**config.mk**
```make
export PLATFORM = sky130hd
export DESIGN_NAME = mac_integrator_v2
export DESIGN_NICKNAME = d
export VERILOG_FILES = /design/src/rtl/mac_integrator_v2.sv
export SDC_FILE = /design/constraint.sdc
export NUM_CORES = 2
export LEC_CHECK = 0
export ABC_AREA = 0
export BUFFER_PORTS_ARGS = -buffer_cell sky130_fd_sc_hd__buf_2
export CAP_MARGIN = 10
export CORE_ASPECT_RATIO = 1.5
export CORE_MARGIN = 4
export CORE_UTILIZATION = 60
export DETAILED_ROUTE_END_ITERATION = 10
export PLACE_DENSITY = 0.8
export SYNTH_ARGS = -nofsm -noshare
export SYNTH_HDL_FRONTEND = slang
export SYNTH_SLANG_ARGS = --single-unit
```
**constraint.sdc**
```tcl
create_clock -name clk -period 4.38 [get_ports clk]
set_input_delay 0 -clock clk [delete_from_list [all_inputs] [get_ports clk]]
set_output_delay 0 -clock clk [all_outputs]
set_load 0.05 [all_outputs]
```
**src/rtl/mac_integrator_v2.sv**
```systemverilog
// mac_integrator_v2
// Masks, signs and sums LANES unsigned samples per beat through a registered
// adder tree. Tree sums are accumulated over a configured number of beats,
// and each group result is shifted and saturated to OUT_WIDTH.
//
// State table:
//   IDLE  | waiting for cfg_start; no beats accepted
//   RUN   | accepting beats until the last beat of the last group
//   DRAIN | pipeline flushing; leaves on the cycle the final result is emitted
//
// Ports:
//   clk, rst                 clock, synchronous active-high reset
//   s_tdata/s_sparsity/s_sign/s_tvalid/s_tready   input beat stream
//   cfg_start, cfg_num_input_cycles, cfg_num_outputs, cfg_shift   job config
//   m_tdata/m_tvalid/m_tlast/m_sat                result stream
//   busy, done               job status
module mac_integrator_v2 #(
  parameter int LOG2_LANES  = 4,
  parameter int VALUE_WIDTH = 16,
  parameter int ACC_WIDTH   = 24,
  parameter int OUT_WIDTH   = 16,
  parameter int CNT_WIDTH   = 10
) (
  input  logic                                   clk,
  input  logic                                   rst,
  input  logic [(VALUE_WIDTH<<LOG2_LANES)-1:0]   s_tdata,
  input  logic [(1<<LOG2_LANES)-1:0]             s_sparsity,
  input  logic [(1<<LOG2_LANES)-1:0]             s_sign,
  input  logic                                   s_tvalid,
  output logic                                   s_tready,
  input  logic                                   cfg_start,
  input  logic [CNT_WIDTH-1:0]                   cfg_num_input_cycles,
  input  logic [CNT_WIDTH-1:0]                   cfg_num_outputs,
  input  logic [4:0]                             cfg_shift,
  output logic [OUT_WIDTH-1:0]                   m_tdata,
  output logic                                   m_tvalid,
  output logic                                   m_tlast,
  output logic                                   m_sat,
  output logic                                   busy,
  output logic                                   done
);

  localparam int LANES = 1 << LOG2_LANES;
  localparam int L     = LOG2_LANES;

  localparam logic [CNT_WIDTH-1:0] CNT_ONE = {{(CNT_WIDTH-1){1'b0}}, 1'b1};
  localparam logic signed [ACC_WIDTH-1:0] OUT_MAX =
    {{(ACC_WIDTH-OUT_WIDTH+1){1'b0}}, {(OUT_WIDTH-1){1'b1}}};
  localparam logic signed [ACC_WIDTH-1:0] OUT_MIN =
    {{(ACC_WIDTH-OUT_WIDTH+1){1'b1}}, {(OUT_WIDTH-1){1'b0}}};

  typedef enum logic [1:0] {IDLE, RUN, DRAIN} state_t;
  state_t state, state_nxt;

  logic [CNT_WIDTH-1:0] cyc_lat, outs_lat, beat_cnt, out_cnt;
  logic [4:0]           shift_lat;
  logic                 accept, group_end, job_end, start_job, start_empty;

  logic signed [ACC_WIDTH-1:0] term [LANES];
  logic signed [ACC_WIDTH-1:0] tree [0:L][0:LANES-1];
  logic [L:0]                  t_vld, t_first, t_end, t_last;

  logic signed [ACC_WIDTH-1:0] acc, shifted;
  logic                        acc_vld, acc_last, sat_hi, sat_lo;

  assign s_tready    = (state == RUN);
  assign busy        = (state != IDLE);
  assign accept      = s_tvalid && s_tready;
  assign group_end   = accept && ((beat_cnt + CNT_ONE) == cyc_lat);
  assign job_end     = group_end && ((out_cnt + CNT_ONE) == outs_lat);
  assign start_job   = (state == IDLE) && cfg_start && (cfg_num_outputs != '0);
  assign start_empty = (state == IDLE) && cfg_start && (cfg_num_outputs == '0);

  always_ff @(posedge clk) begin
    if (rst) state <= IDLE;
    else     state <= state_nxt;
  end

  always_comb begin
    state_nxt = state;
    case (state)
      IDLE:    if (start_job) state_nxt = RUN;
      RUN:     if (job_end) state_nxt = DRAIN;
      DRAIN:   if (acc_vld && acc_last) state_nxt = IDLE;
      default: state_nxt = IDLE;
    endcase
  end

  // Config latch and beat/output counters
  always_ff @(posedge clk) begin
    if (rst) begin
      cyc_lat   <= '0;
      outs_lat  <= '0;
      shift_lat <= '0;
      beat_cnt  <= '0;
      out_cnt   <= '0;
    end else if (start_job) begin
      cyc_lat   <= (cfg_num_input_cycles == '0) ? CNT_ONE : cfg_num_input_cycles;
      outs_lat  <= cfg_num_outputs;
      shift_lat <= cfg_shift;
      beat_cnt  <= '0;
      out_cnt   <= '0;
    end else if (accept) begin
      if (group_end) begin
        beat_cnt <= '0;
        out_cnt  <= out_cnt + CNT_ONE;
      end else begin
        beat_cnt <= beat_cnt + CNT_ONE;
      end
    end
  end

  always_comb begin
    for (int g = 0; g < LANES; g++) begin
      term[g] = '0;
      if (s_sparsity[g]) begin
        if (s_sign[g]) term[g] =  ACC_WIDTH'(s_tdata[g*VALUE_WIDTH +: VALUE_WIDTH]);
        else           term[g] = -ACC_WIDTH'(s_tdata[g*VALUE_WIDTH +: VALUE_WIDTH]);
      end
    end
  end

  // Tree data runs free; the flag pipeline below qualifies it. The upper
  // half of every level past the first is tied to zero so the array is
  // fully driven.
  always_ff @(posedge clk) begin
    for (int g = 0; g < LANES; g++) tree[0][g] <= term[g];
    for (int k = 0; k < L; k++) begin
      for (int i = 0; i < LANES/2; i++) begin
        tree[k+1][i]         <= tree[k][2*i] + tree[k][2*i+1];
        tree[k+1][i+LANES/2] <= '0;
      end
    end
  end

  always_ff @(posedge clk) begin
    if (rst) begin
      t_vld   <= '0;
      t_first <= '0;
      t_end   <= '0;
      t_last  <= '0;
    end else begin
      t_vld   <= {t_vld[L-1:0],   accept};
      t_first <= {t_first[L-1:0], beat_cnt == '0};
      t_end   <= {t_end[L-1:0],   group_end};
      t_last  <= {t_last[L-1:0],  job_end};
    end
  end

  always_ff @(posedge clk) begin
    if (rst) begin
      acc      <= '0;
      acc_vld  <= 1'b0;
      acc_last <= 1'b0;
    end else begin
      acc_vld  <= t_vld[L] && t_end[L];
      acc_last <= t_vld[L] && t_last[L];
      if (t_vld[L]) acc <= (t_first[L] ? '0 : acc) + tree[L][0];
    end
  end

  assign shifted = acc >>> shift_lat;
  assign sat_hi  = shifted > OUT_MAX;
  assign sat_lo  = shifted < OUT_MIN;

  always_ff @(posedge clk) begin
    if (rst) begin
      m_tdata  <= '0;
      m_tvalid <= 1'b0;
      m_tlast  <= 1'b0;
      m_sat    <= 1'b0;
      done     <= 1'b0;
    end else begin
      m_tvalid <= acc_vld;
      m_tlast  <= acc_vld && acc_last;
      m_sat    <= acc_vld && (sat_hi || sat_lo);
      done     <= start_empty || (m_tvalid && m_tlast);
      if (acc_vld) begin
        if (sat_hi)      m_tdata <= OUT_MAX[OUT_WIDTH-1:0];
        else if (sat_lo) m_tdata <= OUT_MIN[OUT_WIDTH-1:0];
        else             m_tdata <= shifted[OUT_WIDTH-1:0];
      end
    end
  end

endmodule

```
* After elaboration in Yosys (flattened, before gate mapping)
Memories as Yosys holds them, arrays and structs flattened.
Index checks and enable logic that the tools add are counted.
** Word-level totals
- Bits in registers :: 113
- Memory bits (writable) :: 1920
- Output and inout bits :: 22
- Memories kept :: 1
** Memory list
- tree :: words 5, width 384, read ports 5, clocked after Yosys merged registers in 0, wr ports 5, line 60 : logic signed [ACC_WIDTH-1:0] tree [0:L][0:LANES-1];
** Operators by class
- Multiplexer cells :: 41
- Reductions and logical operators :: 22
- Equal/unequal tests :: 7
- Shift operators :: 1
- Order comparisons :: 2
- Add/subtract/negate cells :: 51
** Operators by type and width (number)
- 24-bit adder :: 33
- 24-bit two-way mux :: 33
- 16-bit negation with 24-bit output :: 16
- 16-bit two-way mux :: 2
- 10-bit zero test :: 3
- 24-bit by 16-bit > comparator with 1-bit output, second input constant :: 1
- 24-bit by 16-bit less-than comparator with 1-bit output, second input constant :: 1
- 24-bit by 5-bit >>> shifter with 24-bit output :: 1
- 10-bit by 1-bit adder with 10-bit output, second input constant :: 2
- 10-bit equality test :: 2
- 10-bit two-way mux :: 2
- 1-bit logical AND :: 11
- 10-bit nonzero test :: 1
- 2-bit two-way mux :: 3
- 2-bit one-hot mux with 3 select lines :: 1
- 2-bit inequality test, second input constant :: 2
- 3-bit AND reduction :: 1
- 2-bit by 1-bit equality test with 1-bit output, second input constant :: 1
- 2-bit equality test, second input constant :: 1
- 2-bit zero test :: 1
- 1-bit logical OR :: 2
- 2-bit by 1-bit inequality test with 1-bit output, second input constant :: 1
- 2-bit AND reduction :: 1
- 2-bit nonzero test :: 1
- 2-bit OR reduction :: 1

* Logic depth before layout (Yosys ltp)
- Depth after elaboration :: 6
- Depth in mapped cells :: 14
- Depth with buffers taken out :: 13

* Worst setup path before layout
No wires, ideal clock.
- Kind :: register -> register
- From :: register t_first[4]
- To :: register acc[22]
- Data arrival time :: 3381 ps
- Clock period less this slack :: 3495 ps
- Cell stages (with the launch flop) :: 15
- Setup time :: 114 ps
- Path slack :: 885 ps
- Path through :: dfxtp_1 -> clkbuf_1 -> nor2b_1 -> ha_1 -> fa_1 -> a21o_1 -> a221oi_1 -> o31ai_1 -> a211o_1 -> a221o_1 -> a21o_1 -> a31oi_1 -> o21ai_1 -> xor2_1 -> a21o_1
** Between the ends
- Cells in the longest elaborated chain, start to end :: 2
** Ends and longest elaborated chain
- from (decl) :: line 61 : logic [L:0] t_vld, t_first, t_end, t_last;
- from (signal assigned) :: line 144 : t_first <= {t_first[L-1:0], beat_cnt == '0};
- 24-bit two-way mux :: line 158 : if (t_vld[L]) acc <= (t_first[L] ? '0 : acc) + tree[L][0];
- 24-bit adder :: line 158
- to (signal assigned) :: line 158
- to (decl) :: line 63 : logic signed [ACC_WIDTH-1:0] acc, shifted;
Every way passes these cells.
A chain may end at the register's enable or synchronous reset.

==> impl_results.md <==
- Syn. warnings: 0
- PD cells: 477 mW/mm2
- Top Metal Used: met5
- Detailed-route wire length per cell: 20.2 um
- Power, Total: about 27 mW
- Post-route DRC: 0
- Largest net degree at the start of global routing: 52
- Row Count: 121
- Max IR drop VDD: about 0.00035 V
- Routability Congestion: 0.921
- Unrepaired setup endpoints after global routing: no
- Slew margin rel.: 11.5%
- Die ar.: 0.0782 mm2
- Port Buf Inserts: 338
- Core area: 0.0728 mm2
- Final Hold Viols: 0
- Slew of the pin with the lowest slew margin: 1.32 ns
- Critical Path RT: 4.97 ns
- Area grow syn2layout: 29.7%
- Post-route cell area: around 0.057 mm2
- Max FO, Critical Path: 7
- Synth Flop Type: dfxtp_1
- Synthesized net count: 5651
- Synth Instances: 4931
- Most frequent cell after synthesis: dfxtp_1
- Vias in the first global route: about 44000
- Final period util: between 80% and 90%
- Share of cells above drive strength 1: roughly 8.8%
- Post-Route M1 WL: 49600 um
- Number of synthesized flops with an enable pin: 0
- Maximum Capacitance Violations: 0
- Synth top cells by count: 857 x dfxtp_1, 541 x a21oi_1, 387 x ha_1, 340 x nor2_1, 291 x xnor2_1
- DR WL met3: 8070 um
- Antenna violations before repair: 17
- Detailed placer's ending HPWL: 79600 um
- First-pass GRT wire length: 223000 um
- CP Launch Type: input port
- Critical Path Sink Type: flip-flop
- Placed inst area: 0.0469 mm2
- Number of CTS-inserted buffers: 80
- Clock-pin slew on the worst setup and hold paths: roughly 0.07 ns
- Fmax: 257 MHz
- All-Layer GR Usage: 34.8%
- Path type of the worst min-delay path: input port to flip-flop
- Iteration-0 DRC Markers: about 3500
- Final WL: 143000 um
- Post-synth top area share: between 30% and 40%
- Fin. max-slew vios: 0
- Post-synthesis sequential area ratio: 38.8%
- Num ports: 339
- WL met2: approximately 73000 um
- Setup TNS: 0 ns
- Tmin final: about 3.9 ns
- Critical path class: input port to flip-flop
- Synth Register Bits: 857
- TritonCTS clock tree: done
- DR vias: between 40000 and 50000
- Synth top area cells: dfxtp_1 39%, ha_1 11%, a21oi_1 6.1%
- Clock skew: 0.0347 ns
- Vias per Instance: 6.02
- Core Util, Final: 78.8%
- Num Clock Sinks: around 860
- Leak: 25.9 nW
- Die Height: 341 um
- # setup viols final: 0
- Starting Density: 60.7%
- Post-synth ARST share: 0%
- Critical Path AT: 4.47 ns
- Syn Std Cell Area: between 0.04 and 0.05 mm2
- GRT Residual Overflow: 0
- Outcome: finished, final reports clean
- Root Buffer: clkbuf_16
- Largest area contributor in the netlist: dfxtp_1
- Die width: 230 um
- Nets: 6753
- Cell variety after synth: 78
- Syn Area/Cell: 8.97 um2
- Worst-skew pair later-pin latency: about 0.65 ns
- Number of routed nets with antenna violations: 0
- CTS H-tree depth: 3
- Longest Clk Path Bufs: 3
- Drt first pass iters: 6
==> layer usage <==
layer,vias up,track usage (%)
met5,-,0
met4,6,24.6
met3,887,5.09
met2,2313,65.2
met1,19897,34.9
li1,19567,-
==> state kept, by name (all words and copies together) (netlist names), 2 cells and up <==
name       cells
state          2
beat_cnt      10
t_last         5
cyc_lat       10
t_end          5
t_first        5
shift_lat      5
tree         744
out_cnt       10
acc           24
m_tdata       16
t_vld          5
outs_lat      10
==> worst max-delay path: stages <==
cell and delay (ns):
dlygate4sd3_1 0.54, buf_2 0.15, inv_1 0.06, ha_1 0.20, nand2b_1 0.13, nor4_1 0.46, nor2b_1 0.39, nor3b_1 0.77
o21ai_0 0.21, dlygate4sd3_1 0.65, a21boi_0 0.29, dlygate4sd3_1 0.61
==> layout make-up <==
type / count / area [um2]
multi-input combinational: 3744 / 25900
fill: 4093 / 15500
tap: 984 / 1230
sequential: 857 / 17200
timing repair buffer: 1137 / 9580
clock inverter: 32 / 439
inverter: 213 / 800
antenna: 16 / 40.0
clock buffer: 109 / 2260
==> metrics by stage <==
stage / setup WS [ns] / hold slack, ns / std cells
floorplan: 0.885 / 0.122 / 4931
global placement: 0.863 / 0.235 / 6163
detailed placement: 0.846 / 0.234 / 6163
CTS: 0.808 / 0.00759 / 7067
global route: 0.430 / 0.105 / 7091
finish: 0.496 / 0.0856 / 7092
==> cell families (layout without fill, tap and decap cells) <==
| logic type | count (synthesis) | after routing | share of synthesized area (%) |
|---|---|---|---|
| buffers and inverters | 330 | 1491 | 2.81 |
| xor gates and xnor gates | 504 | 504 | 9.98 |
| adders and majority gates | 403 | 403 | 11.7 |
| AOI/OAI and AO/OA | 1352 | 1352 | 18.6 |
| other | 0 | 16 | 0 |
| muxes | 71 | 71 | 1.65 |
| DFF | 857 | 857 | 38.8 |
| and+or+nand+nor | 1414 | 1414 | 16.5 |
==> worst paths after layout <==
kind | from | end | slack [ns] | depth (start not counted)
max reg2reg | tree[0][240]$_SDFF_PN0_ | tree[1][334]$_DFF_P_ | 0.65 | 13
max | s_tdata[65] | tree[0][276]$_SDFF_PN0_ | 0.50 | 12
min | s_sign[11] | tree[0][114]$_SDFF_PP0_ | 0.09 | 3
min reg2reg | t_end[4]$_SDFF_PP0_ | acc_vld$_SDFF_PP0_ | 0.43 | 1
==> placed cells by master (no fill, tap or decap), types with 41 or more instances in the layout <==
master	n
a21boi_0	112
a21oi_1	541
nor2_1	340
mux2i_1	63
and2_1	167
o21bai_1	41
a21o_1	119
inv_1	212
xnor2_1	291
nand3_1	72
nor2b_1	120
xor2_1	213
nand2_1	226
dfxtp_1	857
ha_1	387
dlygate4sd3_1	763
buf_2	339
clkbuf_16	81
o21ai_0	264
nor3_1	130
o21a_1	54
nand2b_1	87
nor4_1	45
a31oi_1	52
or3_1	111
==> report_power, final <==
part	leakage [nW]	switching (mW)	internal, mW
registers	7.15	0.796	9.34
logic	17.4	5.31	4.64
clock network	1.32	3.09	4.17
==> repair_timing <==
action,CTS,global route
hold buffers,763,0
resized for setup,0,0
endpoints found under the hold margin,471,0
setup buffers,0,0
Note: power is estimated with default switching activity, not from simulation.
